`config.mk`:
```
export PLATFORM = sky130hd
export DESIGN_NAME = mem_port_arbiter
export DESIGN_NICKNAME = d
export VERILOG_FILES = /design/src/rtl/mem_port_arbiter_pkg.sv /design/src/rtl/mem_port_arbiter_starve_counter.sv /design/src/rtl/mem_port_arbiter.sv
export SDC_FILE = /design/constraint.sdc
export NUM_CORES = 1
export LEC_CHECK = 0
export CAP_MARGIN = 20
export CORE_MARGIN = 1
export CORE_UTILIZATION = 42
export CTS_CLUSTER_SIZE = 25
export DETAILED_ROUTE_END_ITERATION = 16
export GPL_TIMING_DRIVEN = 0
export HOLD_SLACK_MARGIN = 0.1
export PLACE_DENSITY = 0.82
export SLEW_MARGIN = 20
export SYNTH_ARGS = -nofsm -noshare
export SYNTH_HDL_FRONTEND = slang
export SYNTH_SLANG_ARGS = --single-unit
```
`constraint.sdc`:
```
create_clock -name clk -period 2.3 [get_ports clk]
set_clock_uncertainty 0.2 [all_clocks]
set_input_delay 0.46 -clock clk [delete_from_list [all_inputs] [get_ports clk]]
set_output_delay 0.46 -clock clk [all_outputs]
set_load 0.02 [all_outputs]
```
`src/rtl/mem_port_arbiter_pkg.sv`:
```
// mem_port_arbiter_pkg
//   Shared encodings for the fetch/data memory port arbiter:
//   access width codes, arbiter FSM states and bus owner codes.
package mem_port_arbiter_pkg;

  localparam logic [1:0] MEM_W_BYTE = 2'b00;
  localparam logic [1:0] MEM_W_HALF = 2'b01;
  localparam logic [1:0] MEM_W_WORD = 2'b10;

  localparam int STARVE_W   = 4;
  localparam int STARVE_MAX = (1 << STARVE_W) - 1;

  typedef enum logic [1:0] {
    ST_IDLE     = 2'd0,
    ST_BUSY_FE  = 2'd1,
    ST_BUSY_MEM = 2'd2,
    ST_RESP     = 2'd3
  } arb_state_e;

  typedef enum logic [1:0] {
    OWN_NONE = 2'd0,
    OWN_FE   = 2'd1,
    OWN_MEM  = 2'd2
  } arb_owner_e;

endpackage

```
`src/rtl/mem_port_arbiter_starve_counter.sv`:
```
// arb_starve_counter
//   Counts data grants made while fetch is waiting. Saturates at 15.
//   Ports:
//     clk, reset_n  clock, async active-low reset
//     inc           count one data grant that bypassed a waiting fetch
//     clr           clear (takes priority over inc)
//     at_limit      count >= LIMIT, fetch must win the next contest
module arb_starve_counter
  import mem_port_arbiter_pkg::*;
#(
  parameter int LIMIT = 4
) (
  input  logic clk,
  input  logic reset_n,
  input  logic inc,
  input  logic clr,
  output logic at_limit
);

  logic [STARVE_W-1:0] cnt_q, cnt_d;

  always_comb begin
    cnt_d = cnt_q;
    if (clr)
      cnt_d = '0;
    else if (inc && (cnt_q != STARVE_W'(STARVE_MAX)))
      cnt_d = cnt_q + STARVE_W'(1);
  end

  always_ff @(posedge clk or negedge reset_n) begin
    if (!reset_n) cnt_q <= '0;
    else          cnt_q <= cnt_d;
  end

  assign at_limit = (cnt_q >= STARVE_W'(LIMIT));

endmodule

```
`src/rtl/mem_port_arbiter.sv`:
```
// mem_port_arbiter
//   Shares one single-ported backing memory bus between the fetch port
//   (fe_*) and the load/store port (mem_*). Data port wins contests unless
//   fetch has been bypassed FE_STARVE_LIMIT times in a row. One transaction
//   is outstanding at a time and always runs to completion.
//   Ports:
//     clk, reset_n            clock, async active-low reset
//     fe_req/fe_addr          fetch request (held until fe_ack)
//     fe_ack/fe_data          one-cycle completion pulse + fetched word
//     mem_req/addr/write/...  data request (held until mem_ack)
//     mem_ack/mem_data_out    one-cycle completion pulse + load data
//     bus_*                   registered request to the backing memory
//     bus_ack/bus_rdata       backing memory completion + read data
module mem_port_arbiter
  import mem_port_arbiter_pkg::*;
#(
  parameter int ADDR_WIDTH      = 32,
  parameter int DATA_WIDTH      = 32,
  parameter int FE_STARVE_LIMIT = 4
) (
  input  logic                  clk,
  input  logic                  reset_n,
  input  logic                  fe_req,
  input  logic [ADDR_WIDTH-1:0] fe_addr,
  output logic                  fe_ack,
  output logic [DATA_WIDTH-1:0] fe_data,
  input  logic                  mem_req,
  input  logic [ADDR_WIDTH-1:0] mem_addr,
  input  logic                  mem_write,
  input  logic [DATA_WIDTH-1:0] mem_data_in,
  input  logic                  mem_extend,
  input  logic [1:0]            mem_width,
  output logic                  mem_ack,
  output logic [DATA_WIDTH-1:0] mem_data_out,
  output logic                  bus_req,
  output logic [ADDR_WIDTH-1:0] bus_addr,
  output logic                  bus_write,
  output logic [DATA_WIDTH-1:0] bus_wdata,
  output logic                  bus_extend,
  output logic [1:0]            bus_width,
  input  logic                  bus_ack,
  input  logic [DATA_WIDTH-1:0] bus_rdata
);

  arb_state_e            state_q, state_d;
  arb_owner_e            owner_q, owner_d;
  logic                  bus_req_q, bus_req_d;
  logic [ADDR_WIDTH-1:0] bus_addr_q, bus_addr_d;
  logic                  bus_write_q, bus_write_d;
  logic [DATA_WIDTH-1:0] bus_wdata_q, bus_wdata_d;
  logic                  bus_extend_q, bus_extend_d;
  logic [1:0]            bus_width_q, bus_width_d;
  logic                  fe_ack_q, fe_ack_d;
  logic                  mem_ack_q, mem_ack_d;
  logic [DATA_WIDTH-1:0] fe_data_q, fe_data_d;
  logic [DATA_WIDTH-1:0] mem_data_q, mem_data_d;
  logic                  starve_inc, starve_clr, starve_hit;

  arb_starve_counter #(.LIMIT(FE_STARVE_LIMIT)) u_starve (
    .clk      (clk),
    .reset_n  (reset_n),
    .inc      (starve_inc),
    .clr      (starve_clr),
    .at_limit (starve_hit)
  );

  always_comb begin
    state_d      = state_q;
    owner_d      = owner_q;
    bus_req_d    = bus_req_q;
    bus_addr_d   = bus_addr_q;
    bus_write_d  = bus_write_q;
    bus_wdata_d  = bus_wdata_q;
    bus_extend_d = bus_extend_q;
    bus_width_d  = bus_width_q;
    fe_data_d    = fe_data_q;
    mem_data_d   = mem_data_q;
    fe_ack_d     = 1'b0;
    mem_ack_d    = 1'b0;
    starve_inc   = 1'b0;
    starve_clr   = 1'b0;

    case (state_q)
      ST_IDLE: begin
        // Fetch not waiting: no starvation history to keep.
        starve_clr = !fe_req;
        if (fe_req && (!mem_req || starve_hit)) begin
          state_d      = ST_BUSY_FE;
          owner_d      = OWN_FE;
          bus_req_d    = 1'b1;
          bus_addr_d   = fe_addr;
          bus_write_d  = 1'b0;
          bus_wdata_d  = '0;
          bus_extend_d = 1'b0;
          bus_width_d  = MEM_W_WORD;
          starve_clr   = 1'b1;
        end else if (mem_req) begin
          state_d      = ST_BUSY_MEM;
          owner_d      = OWN_MEM;
          bus_req_d    = 1'b1;
          bus_addr_d   = mem_addr;
          bus_write_d  = mem_write;
          bus_wdata_d  = mem_data_in;
          bus_extend_d = mem_extend;
          bus_width_d  = mem_width;
          starve_inc   = fe_req;
        end
      end
      ST_BUSY_FE, ST_BUSY_MEM: begin
        if (bus_ack) begin
          state_d   = ST_RESP;
          bus_req_d = 1'b0;
          if (owner_q == OWN_FE) begin
            fe_data_d = bus_rdata;
            fe_ack_d  = 1'b1;
          end else begin
            mem_data_d = bus_rdata;
            mem_ack_d  = 1'b1;
          end
        end
      end
      // Requester still holds req while its ack is visible, so no grant here.
      ST_RESP: begin
        state_d = ST_IDLE;
        owner_d = OWN_NONE;
      end
      default: begin
        state_d   = ST_IDLE;
        owner_d   = OWN_NONE;
        bus_req_d = 1'b0;
      end
    endcase
  end

  always_ff @(posedge clk or negedge reset_n) begin
    if (!reset_n) begin
      state_q      <= ST_IDLE;
      owner_q      <= OWN_NONE;
      bus_req_q    <= 1'b0;
      bus_addr_q   <= '0;
      bus_write_q  <= 1'b0;
      bus_wdata_q  <= '0;
      bus_extend_q <= 1'b0;
      bus_width_q  <= 2'b00;
      fe_ack_q     <= 1'b0;
      mem_ack_q    <= 1'b0;
      fe_data_q    <= '0;
      mem_data_q   <= '0;
    end else begin
      state_q      <= state_d;
      owner_q      <= owner_d;
      bus_req_q    <= bus_req_d;
      bus_addr_q   <= bus_addr_d;
      bus_write_q  <= bus_write_d;
      bus_wdata_q  <= bus_wdata_d;
      bus_extend_q <= bus_extend_d;
      bus_width_q  <= bus_width_d;
      fe_ack_q     <= fe_ack_d;
      mem_ack_q    <= mem_ack_d;
      fe_data_q    <= fe_data_d;
      mem_data_q   <= mem_data_d;
    end
  end

  assign bus_req      = bus_req_q;
  assign bus_addr     = bus_addr_q;
  assign bus_write    = bus_write_q;
  assign bus_wdata    = bus_wdata_q;
  assign bus_extend   = bus_extend_q;
  assign bus_width    = bus_width_q;
  assign fe_ack       = fe_ack_q;
  assign mem_ack      = mem_ack_q;
  assign fe_data      = fe_data_q;
  assign mem_data_out = mem_data_q;

endmodule

```
==> metrics.txt, run 1 <==
Core Region 0.0140 mm2; worst setup margin 76.1 ps; first-pass GRT wire length 28500 um; count of unique library cells instantiated by Yosys 35; total chip power 13900 uW; Fillers 1007; DR WL/cell 18.1 um; Post-synth top flop dfrtp_1; DRT Pass-1 Iters 4; Synth Instances 537; worst path arrival time 2320 ps; sequential fraction of the synthesis area 58.8%; Worst Hold Class input port to register; Final Hold Viols 0; fin util 68.9%; I/O Buffers 269; min cycle time layout 2220 ps; RSZ-0062 raised after global routing no; row count 43; CP max FO 10; worst-margin pin slew 573 ps; count leader, synth dfrtp_1; Clk Latency, worst-skew pair 410 ps; vias per inst 5.20; Max Root-Sink Buffers 2; NumNets Final 967; Setup TNS 0 ps; Clk pwr share 18.8%; Root Buffer clkbuf_16; WP data required 2400 ps; Area Overhead vs Synth 58.4%; global route overflow 0; hold slack 235 ps; Sequential Power Share 31.4%; EDFF count, synth 0; gr usage total 24.9%; die height 122 um; final count of negative-setup-slack endpoints 0; die width 122 um; share of layout cells above drive strength 1 17.9%; Setup crit start kind register; area of the multi-input gates 0.00228 mm2; pwr/cell area 1440 mW/mm2; CTS H-tree depth 4; Pleak 0.00409 uW; reg2reg start state_q[0]; reg-to-reg slack, setup 80 ps; initial antenna violation count 1; fin. max-slew vios 0; WS Path Type register to register; Post-Syn Nets 677; Synth Warn # 0; WHS Path Cells 3; largest cells by area after synthesis dfrtp_1 (59%), mux2_2 (12%), nand2_1 (8.5%); Residual DRC 0; FF-to-FF path depth 6; Antenna Nets Post-Route 0; TritonCTS clock tree built; status finished, final reports clean; sw frac 38.3%; hpwl dp 13800 um; Comb power frac 49.8%; largest net degree at the start of global routing 78; Clock transition at path regs 60 ps; IO Count 272; CTS sink count 143; syn avg cell area 11.3 um2; Iter 0 DRT Violations 252; #FFs+latches synth 143; ratio of final minimum period to clock period 96.7%; Peak VDD IR 0.787 mV; sw power 5320 uW; Worst Hold End bus_req; Mapped Area 0.00608 mm2; Starting Density 43.5%; Post-synth ARST share 100%; number of global-route vias before repair 5592; DRT Wirelength 18500 um; Final Wtd Congestion 0.765; Internal Power 8570 uW; worst r2r dst mem_data_out[22]; fmax 450 MHz; DP Worst Slack -259 ps; setup bufs post-CTS 0; via count 5311; nature of the critical path endpoint register; Synth top cells by count dfrtp_1 (143), nand2_1 (137), mux2_2 (64); Slew HR 61.8%; total CTS buffers 17; Hold Path Origin mem_req; sequential cell area 0.00358 mm2; number of max-cap violations 0; cell taking the most area after synthesis dfrtp_1; Yosys top cell area share 58.8%; die footprint 0.0150 mm2
## registers in the layout (all words and copies together) (netlist names)
| register | count |
|---|---|
| bus_addr | 32 |
| owner_q | 2 |
| bus_write | 1 |
| bus_wdata | 32 |
| fe_data | 32 |
| bus_extend | 1 |
| u_starve.cnt_q | 4 |
| mem_data_out | 32 |
| state_q | 2 |
| fe_ack | 1 |
| bus_width | 2 |
| mem_ack | 1 |
| bus_req | 1 |
## worst max path at each step
stage	from	to	slack, ps	depth (start not counted)
5_1_grt	state_q[0]	mem_data_out[22]	20	6
6_report	state_q[0]	mem_data_out[22]	80	6
4_1_cts	state_q[0]	bus_wdata[28]	20	7
3_3_place_gp	reset_n	bus_addr[18]	-4860	1
3_5_place_dp	bus_ack	mem_data_out[14]	-260	5
2_1_floorplan	state_q[0]	mem_data_out[10]	310	6
## what timing repair did
item / in CTS / in global routing
hold buffers: 1 / 0
gates resized for setup: 1 / 9
setup endpoints to repair: 29 / 67
endpoints found under the hold margin: 76 / 0
## per-layer routing
metal  vias up  track usage (%)  wire length (um)
met5         -                0                 0
met2       200             43.0              9420
li1       2452                -                 -
met3        56             5.16               902
met4         0             13.9               866
met1      2603             28.8              7270
## power by group through the flow
| stage | combinational, uW | sequential, uW | clock [uW] |
|---|---|---|---|
| after global routing | 7360 | 4490 | 2780 |
| final | 6910 | 4360 | 2620 |
| after detailed placement | 6900 | 4380 | 0 |
| after floorplan | 2260 | 5670 | 0 |
| after CTS | 6940 | 4360 | 2660 |
| after global placement | 6700 | 4300 | 0 |
## cell families after synthesis
logic type      count (synthesis)  synth area share [%]
simple gates                  190                  13.5
buf+inv                        48                  3.83
compound gates                 88                  11.2
flops                         143                  58.8
mux                            65                  12.0
fa+ha+maj                       3                 0.617
## metrics by stage
step	std cells	instance area [um2]
after detailed placement	987	9030
after CTS	1020	9620
after floorplan	537	6080
final	1021	9630
after global placement	986	9000
after global routing	1021	9630
## worst max-delay path, stage by stage (launching register included)
cell and delay (ps):
dfrtp_1 410, inv_1 70, ha_2 380, nand2_1 80
nor2_2 270, buf_2 330, mux2_2 380
## layout make-up
class                           count  share of cell area, %
Timing Repair Buffer              271                   28.4
Inverter                            6                  0.234
Tap cell                          180                   2.34
Sequential cell                   143                   37.1
Multi-Input combinational cell    346                   23.6
Buffer                             42                   2.30
Antenna cell                        1                 0.0260
Clock buffer                       19                   4.60
Clock inverter                     13                   1.34
## placed cells by master (no fill, tap or decap), drive strengths merged, types with 2 or more instances in the layout
| master | synthesis | final |
|---|---|---|
| inv | 6 | 10 |
| nor2 | 11 | 11 |
| o211ai | 32 | 32 |
| clkinv | 0 | 6 |
| clkbuf | 17 | 40 |
| dfrtp | 143 | 143 |
| buf | 25 | 23 |
| a21oi | 5 | 5 |
| mux2 | 64 | 64 |
| nor2b | 2 | 2 |
| a31oi | 2 | 2 |
| ha | 3 | 3 |
| a211oi | 2 | 2 |
| o21ai | 40 | 40 |
| nand2b | 2 | 2 |
| nand2 | 137 | 137 |
| clkinvlp | 0 | 2 |
| nand4 | 32 | 32 |
| clkdlybuf4s50 | 0 | 268 |
Power figures use the tool's default switching activity.
==> run 2: changes to the inputs <==
--- a/config.mk
+++ b/config.mk
@@ -12,7 +12,7 @@
 export DETAILED_ROUTE_END_ITERATION = 16
 export GPL_TIMING_DRIVEN = 0
 export HOLD_SLACK_MARGIN = 0.1
-export PLACE_DENSITY = 0.82
+export PLACE_DENSITY = 0.89
 export SLEW_MARGIN = 20
 export SYNTH_ARGS = -nofsm -noshare
 export SYNTH_HDL_FRONTEND = slang
==> run 2 against run 1 <==
Hold slack worse by 16 ps. Sequential share of layout area down 0.20 points. Sequential power about the same. Core utilization up 0.38 points. Combinational power about the same. Cell area up 0.55%. Via count up 0.13%. Clock-buffer cell count up 3. Sequential cell count unchanged. Cell count about the same. Non-clock buffer count unchanged. Critical endpoint is now bus_addr[22].
==> metrics.txt, run 2 (same netlist as run 1, synthesis figures left out) <==
top cell family by delay on the critical path buffers and inverters; CP max FO 10; Sequential Power Share 30.8%; DRT Wirelength 18800 um; sw frac 37.3%; Peak VDD IR 0.568 mV; worst-margin pin slew 534 ps; Layout Cells excl Fill 1020; reg2reg start state_q[0]; Fillers 999; Worst Hold Class input port to register; vias per inst 5.21; die footprint 0.0150 mm2; min cycle time layout 2220 ps; Final Hold Viols 0; Setup crit start kind register; nature of the critical path endpoint register; DP Worst Slack -205 ps; reg-to-reg slack, setup 80 ps; pwr/cell area 1460 mW/mm2; most common cell after layout, fill and taps aside clkdlybuf4s50_1; ratio of final minimum period to clock period 96.4%; FF-to-FF path depth 6; sw power 5270 uW; Core Region 0.0140 mm2; Final Wtd Congestion 0.828; number of max-cap violations 0; WHS Path Cells 3; TritonCTS clock tree built; placed cells 987; CTS H-tree depth 4; WP data required 2440 ps; max incr delay on CP 430 ps; first-pass GRT wire length 28900 um; sequential cell area 0.00358 mm2; die width 122 um; number of global-route vias before repair 5432; die height 122 um; Diodes inserted 0; Clk Latency, worst-skew pair 410 ps; initial antenna violation count 0; RSZ-0062 raised after global routing yes; share of layout cells above drive strength 1 17.9%; NumNets Final 967; Worst Hold End bus_req; CTS sink count 143; via count 5318; Hold Path Origin mem_req; worst-path cell with the longest stage delay buf_1; most frequent cells in the layout clkdlybuf4s50_1 (268), dfrtp_1 (143), nand2_1 (137); Residual DRC 0; Iter 0 DRT Violations 314; gr usage total 25.5%; Max Root-Sink Buffers 2; I/O Buffers 269; hpwl dp 14000 um; DR WL/cell 18.4 um; Internal Power 8850 uW; Root Buffer clkbuf_16; Starting Density 43.5%; fin. max-slew vios 0; WS Path Type register to register; worst r2r dst bus_addr[22]; Area Overhead vs Synth 59.2%; global route overflow 0; Comb power frac 49.1%; worst setup margin 83.7 ps; Clock transition at path regs 60 ps; final count of negative-setup-slack endpoints 0; CP bufs+invs 3; total CTS buffers 17; IO Count 272; status finished, final reports clean; Pleak 0.00412 uW; fmax 451 MHz; DRT Pass-1 Iters 7; worst path arrival time 2350 ps; Slew HR 64.4%; largest net degree at the start of global routing 81; hold slack 219 ps; area of the multi-input gates 0.00228 mm2; cell chain of the critical path inv_1, ha_1, clkbuf_1, buf_1, nand4_1, o211ai_2; Clk pwr share 20.2%; row count 43; Antenna Nets Post-Route 0
==> run 2: through the flow <==
stage / power (uW) / utilization, % / cell area, um2 / TNS [ps]
after floorplan: 7930 / - / 6080 / 0
after global placement: 11000 / 64.3 / 9000 / -748200
after detailed placement: 11300 / 64.6 / 9030 / -5500
after CTS: 14200 / 69.1 / 9670 / 0
after global routing: 14900 / 69.2 / 9690 / -122
final: 14100 / 69.2 / 9690 / 0
==> run 2: final cells by class <==
class,count,area share [%]
plain buffers,42,2.31
clock buffers,22,5.00
clock inverters,10,1.38
inverters,6,0.232
multi-input cells,346,23.6
flip-flops and latches,143,36.9
well taps,180,2.32
repair buffers,271,28.2
==> run 2: worst max path at each step <==
stage          slack (ps)  cells past startpoint               end  startpoint
2_1_floorplan         310                      6  mem_data_out[10]  state_q[0]
3_3_place_gp        -5200                      1      bus_addr[18]     reset_n
3_5_place_dp         -200                      5  mem_data_out[20]     bus_ack
4_1_cts                50                      7     bus_wdata[17]  state_q[0]
5_1_grt               -40                      6      bus_addr[22]  state_q[0]
6_report               80                      6      bus_addr[22]  state_q[0]
==> run 2: routing by layer <==
metal,global-route usage (%),routed length [um]
met1,31.8,7670
met2,41.6,9390
met3,5.25,954
met4,13.6,774
met5,0,0
==> run 2: repair_timing <==
item	CTS	global route
hold endpoints to repair	63	0
resized for setup	2	10
cloned	0	0
hold buffers	1	0
buffers inserted	0	0
setup endpoints to repair	29	43
==> run 2: worst min-delay path, cell delays in order <==
cell and delay [ps]:
buf_4 140, o31ai_1 70, o2bb2ai_1 110
==> run 2: power by group through the flow <==
stage               combinational [uW]  clock (uW)  sequential, uW
floorplan                         2260           0            5670
finish                            6930        2850            4340
CTS                               6940        2890            4340
global route                      7400        2990            4460
detailed placement                6900           0            4370
global placement                  6740           0            4310
